<file path="config.mk">
export PLATFORM = sky130hd
export DESIGN_NAME = if_stage
export DESIGN_NICKNAME = d
export VERILOG_FILES = /design/src/rtl/if_stage.sv
export SDC_FILE = /design/constraint.sdc
export NUM_CORES = 1
export LEC_CHECK = 0
export CAP_MARGIN = 20
export CORE_MARGIN = 2
export CORE_UTILIZATION = 56
export DETAILED_ROUTE_END_ITERATION = 6
export DONT_BUFFER_PORTS = 1
export PLACE_DENSITY = 0.72
export SETUP_SLACK_MARGIN = 0.15
export SLEW_MARGIN = 15
export SYNTH_ARGS = -nofsm -noshare
export SYNTH_HDL_FRONTEND = slang
export SYNTH_SLANG_ARGS = --single-unit
</file>
<file path="constraint.sdc">
create_clock -name clk -period 5.31 [get_ports clk]
set_input_delay 0.7965 -clock clk [delete_from_list [all_inputs] [get_ports clk]]
set_output_delay 0.7965 -clock clk [all_outputs]
set_load 0.05 [all_outputs]
</file>
<file path="src/rtl/if_stage.sv">
// Instruction-fetch stage with the IF/ID pipeline register.
// Holds the PC, issues fetches, redirects on taken branches and inserts bubbles.
module if_stage #(
    parameter logic [31:0] RESET_PC  = 32'h0000_0000,
    parameter logic [31:0] NOP_INSTR = 32'h0000_0000
) (
    input  logic        clk,
    input  logic        rst,
    input  logic        stall_i,
    input  logic        branch_taken_i,
    input  logic [31:0] branch_target_i,
    output logic [31:0] imem_addr_o,
    output logic        imem_req_o,
    input  logic [31:0] imem_instr_i,
    input  logic        imem_ready_i,
    output logic [31:0] pc_o,
    output logic [31:0] instr_o,
    output logic [31:0] pc_plus4_o,
    output logic        valid_o
);

    logic [31:0] pc_reg, pc_next;
    logic [31:0] instr_reg, instr_next;
    logic [31:0] pc_plus4_reg, pc_plus4_next;
    logic        valid_reg, valid_next;
    logic [31:0] pc_inc;

    assign pc_inc = pc_reg + 32'd4;

    // Priority: stall > redirect > fetch > wait. A stall freezes everything,
    // including a pending redirect, since the ID compare is not final yet.
    always_comb begin
        pc_next       = pc_reg;
        instr_next    = instr_reg;
        pc_plus4_next = pc_plus4_reg;
        valid_next    = valid_reg;
        if (!stall_i) begin
            if (branch_taken_i) begin
                pc_next    = branch_target_i;
                instr_next = NOP_INSTR;
                valid_next = 1'b0;
            end else if (imem_ready_i) begin
                pc_next       = pc_inc;
                instr_next    = imem_instr_i;
                pc_plus4_next = pc_inc;
                valid_next    = 1'b1;
            end else begin
                instr_next = NOP_INSTR;
                valid_next = 1'b0;
            end
        end
    end

    always_ff @(posedge clk) begin
        if (rst) begin
            pc_reg       <= RESET_PC;
            instr_reg    <= NOP_INSTR;
            pc_plus4_reg <= 32'd0;
            valid_reg    <= 1'b0;
        end else begin
            pc_reg       <= pc_next;
            instr_reg    <= instr_next;
            pc_plus4_reg <= pc_plus4_next;
            valid_reg    <= valid_next;
        end
    end

    assign imem_addr_o = pc_reg;
    assign imem_req_o  = !(rst || stall_i);
    assign pc_o        = pc_reg;
    assign instr_o     = instr_reg;
    assign pc_plus4_o  = pc_plus4_reg;
    assign valid_o     = valid_reg;

endmodule
</file>
# After elaboration in Yosys (flattened, before gate mapping)

Index checks and enable logic that the tools add are counted.
W data, S select, Z words.

Bits of input ports: 69
ROM bits: 0
Bits in latches: 0
RAM bits: 0
Bits in registers: 97
Memories: 0

Reductions and logical operators: 5
Multiplexer cells: 6
Add/subtract/negate cells: 1
Bitwise logic cells: 2
Div/mod/pow operators: 0
Eq/ne operators: 0
Magnitude comparators: 0
Multipliers: 0
Shift operators: 0

Operators by type and width:

| cell                    | number |
|---|---|
| $mux W32                | 4 |
| $add A32 B3 Y32 const B | 1 |
| $reduce_and A3 Y1       | 1 |
| $mux W1                 | 2 |
| $not A1 Y1              | 2 |
| $reduce_and A2 Y1       | 1 |
| $reduce_bool A2 Y1      | 1 |
| $logic_not A1 Y1        | 1 |
| $logic_or A1 B1 Y1      | 1 |

# Depth between registers and ports, before layout

Word-level depth: 3
Gate-level depth with buffers: 7

# Worst setup path after synthesis

No wires, ideal clock.

Path kind: input port to output port
From: input port rst
To: output port imem_req_o
Stages on the path: 4
Arrival: 1.993 ns
Slack: 2.520 ns
Path buffers: 3
Cell sequence: buf_2 clkbuf_1 clkbuf_1 nor2_1

Word-level cells in the longest chain between the ends: 2

RTL lines:

| what               | RTL line | text |
|---|---|---|
| start: declaration | 8        | `input logic rst,` |
| $logic_or A1 B1 Y1 | 69       | `assign imem_req_o = !(rst \|\| stall_i);` |
| $logic_not A1 Y1   | 69       |  |
| end: declaration   | 13       | `output logic imem_req_o,` |

Every way passes these cells.

# Final worst setup path

From: register pc_reg[2] (netlist: imem_addr_o[2])
To: register pc_reg[22] (netlist: imem_addr_o[22])

Word-level cells in the longest chain between the ends: 3

RTL lines:

| what                     | RTL line | text |
|---|---|---|
| start: declaration       | 22       | `logic [31:0] pc_reg, pc_next;` |
| start signal: assignment | 61       | `pc_reg <= pc_next;` |
| $add A32 B3 Y32          | 28       | `assign pc_inc = pc_reg + 32'd4;` |
| $mux W32                 | 42       | `end else if (imem_ready_i) begin` |
| $mux W32                 | 38       | `if (branch_taken_i) begin` |

Every way passes these cells. The select of a mux whose other input is x is not followed.
A chain may end at the register's enable or synchronous reset.

==> flow_metrics.tcl <==
set metrics [dict create \
    setup_viol 0 \
    synthAdderAreaFrac 0.00281 \
    clk_pin_slew_ps 90 \
    vdd_drop_max_mv 0.194 \
    synthMuxAreaShare 0 \
    placed_cells 563 \
    yosys.area.top_type "dfxtp_1" \
    r2r_setup_slack_ps 2230 \
    ys_seq_elements 97 \
    p_clk_frac 0.322 \
    die_w_um 93.2 \
    yosysSeqAreaShare 0.436 \
    synth_area_mm2 0.00446 \
    path_class "register to register" \
    final_util 0.591 \
    track_usage 0.278 \
    vias_per_cell 6.55 \
    cts_buffers 9 \
    globalplace.congestion 0.854 \
    p_int_mw 1.05 \
    antenna_found_initial 0 \
    synth_xor_area_frac 0.0511 \
    synth_top_cells_by_count "dfxtp_1, nor2_1, a21oi_1" \
    hold_depth 1 \
    nets 546 \
    clockBufferDepth 2 \
    crit_buf_inv 0 \
    ios 199 \
    yosysTopAreaCellShare 0.436 \
    synth-edff-count 0 \
    dr.pass1.iters 5 \
    hold_slack_ps 515 \
    port_buffers 0 \
    postCtsSetupRepairBufs 0 \
    place_area_mm2 0.00430 \
    min_period_ps 3080 \
    maxClockFrequency_mhz 325 \
    netlist_top_cells_area "dfxtp_1, a22oi_1, buf_4" \
    drt_iter0_markers 217 \
    min_from "rst" \
    post-route-drc-count 0 \
    status "finished, final reports clean" \
    r2r-end "imem_addr_o[22]$_SDFFE_PP0N_" \
    cts_tree "yes" \
    routedWlPerCell_um 21.1 \
    critPathTopFamily "simple AND/OR/NAND/NOR gates" \
    switchingPower_mw 0.537 \
    core_area_mm2 0.00773 \
    maxSlewViolCount 0 \
    grt_pass1_vias 3498 \
    die_h_um 93.2 \
    final_cell_area_mm2 0.00457 \
    n_antenna_cell 0 \
    fin_tns_setup_ps 0 \
    crit_chain "ha_1 > nand3_2 > or4_2 > nor4_1 > o21ai_0 > a31oi_1" \
    syn_inst 519 \
    cp_data_arrival_time_ps 3380 \
    ff2ff_path_depth 6 \
    cts_sinks 97 \
    globalRouteOverflowTotal 0 \
    htreeDepth 3 \
    avgSynthCellArea_um2 8.59 \
    power_mw 1.58 \
    synth_top_family_by_area "compound AO/OA/AOI/OAI gates" \
    ys_warn_count 0 \
    wirelength_um 12300 \
    synth_fp_nets 589 \
    p_per_area_mw_per_mm2 347 \
    p_sw_frac 0.339 \
    p_leak_nw 1.61 \
    crit_path_start_kind "register" \
    drv_cap 0 \
    p_seq_frac 0.564 \
    hpwl_um 8240 \
    final_layout_size_suffix_gt1_frac 0.106 \
    synthToLayoutAreaGrowth_pct 2.44 \
    fin_crit_sh 0.580 \
    synth_compound_area_frac 0.226 \
    clock_tree.root_cell "clkbuf_8" \
    synth_ff_type "dfxtp_1" \
    start_util 0.577 \
    slowest_stage "dfxtp_1" \
    num_vias 3819 \
    yosysMostFrequentCell "dfxtp_1" \
    fp.dieArea_mm2 0.00869 \
    grt_first_pass_wirelength_um 18900 \
    grt_start_max_net_pins 96 \
    min_to "imem_addr_o[9]$_SDFFE_PP0N_" \
    clk_latency_ps 370 \
    hold_viol 0 \
    max_stage_delay_ps 1090 \
    worstHoldPathType "primary input to register" \
    rows 32 \
    synthSimpleGateAreaFrac 0.186 \
    pwr-share-comb 0.114 \
    fin_ws_ps 2230 \
    synthArstFlopShare 0 \
    critPathMaxFanout 8 \
    place_ws_ps 2220 \
    ant_nets 0 \
    cp-end-kind "register" \
    worst_pin_slew_ps 1170 \
    clock_skew_ps 9.34 \
    synth_cell_types 49 \
    slew_headroom 0.216 \
    cts-hold-fix-buffers 0 \
    critPathRequiredTime_ps 5600 \
    cts_resized 0 \
    rsz0062_at_grt "false" \
    rr_startpoint "imem_addr_o[2]$_SDFFE_PP0N_" \
    final_cells 583 \
]
cell type report:
type / count / area, µm²
well taps: 102 / 128
flip-flops and latches: 97 / 1940
repair buffers: 20 / 178
clock buffers: 10 / 138
inverters: 7 / 26.3
fillers: 712 / 3160
multi-input cells: 341 / 2080
clock inverters: 6 / 73.8
metal layers:
layer,GRT usage,vias to the layer above,part of all wire
met1,0.374,1837,0.42
met3,0.0878,17,0.097
met2,0.418,197,0.47
li1,-,1768,-
met4,0.104,0,0.014
met5,0,-,0
cells in the final DEF (no fill, tap or decap), drive strengths merged, types with 3 or more instances in the layout:
cell,synthesis,final
dfxtp,97,97
xor2,17,17
a221o,5,5
xnor2,9,9
o22ai,9,9
buf,39,19
nor3b,3,3
nand2,28,28
o221a,4,4
o311ai,3,3
nor3,12,12
nor4,4,4
inv,7,9
a211oi,7,7
and3,8,8
nand4,14,14
a221oi,3,3
o21ai,28,28
or4,4,4
nand3,10,10
a21o,4,4
nor2,64,64
a31oi,8,8
a22oi,37,37
nor2b,5,5
a21oi,39,39
and4,4,4
clkbuf,35,11
worst max-delay path by stage:
stage,cells after the start,end,from
finish,6,imem_addr_o[22]$_SDFFE_PP0N_,imem_addr_o[2]$_SDFFE_PP0N_
floorplan,4,imem_req_o,rst
global placement,6,pc_plus4_o[26]$_SDFFE_PP0P_,imem_addr_o[2]$_SDFFE_PP0N_
global route,5,imem_addr_o[17]$_SDFFE_PP0N_,imem_addr_o[2]$_SDFFE_PP0N_
detailed placement,6,pc_plus4_o[26]$_SDFFE_PP0P_,imem_addr_o[2]$_SDFFE_PP0N_
CTS,6,pc_plus4_o[26]$_SDFFE_PP0P_,imem_addr_o[2]$_SDFFE_PP0N_
registers in the layout (all words and copies together), names as in the netlist:
| signal | flops |
|---|---|
| imem_addr_o | 32 |
| instr_o | 32 |
| pc_plus4_o | 32 |
| valid_o | 1 |
power by group through the flow:
stage                     clock, mW  combinational, mW  sequential (mW)
after global placement            0              0.162            0.917
after detailed placement          0              0.166            0.917
final                         0.511              0.181            0.893
after floorplan                   0              0.169            0.906
after global routing          0.552              0.194            0.898
after CTS                     0.518              0.166            0.901
cell families after synthesis:
group | count (synthesis)
DFF | 97
xor gates and xnor gates | 26
and+or+nand+nor | 160
adders and majority gates | 1
buffers and inverters | 81
AOI/OAI and AO/OA | 154
(Power assumes the default switching activity.)
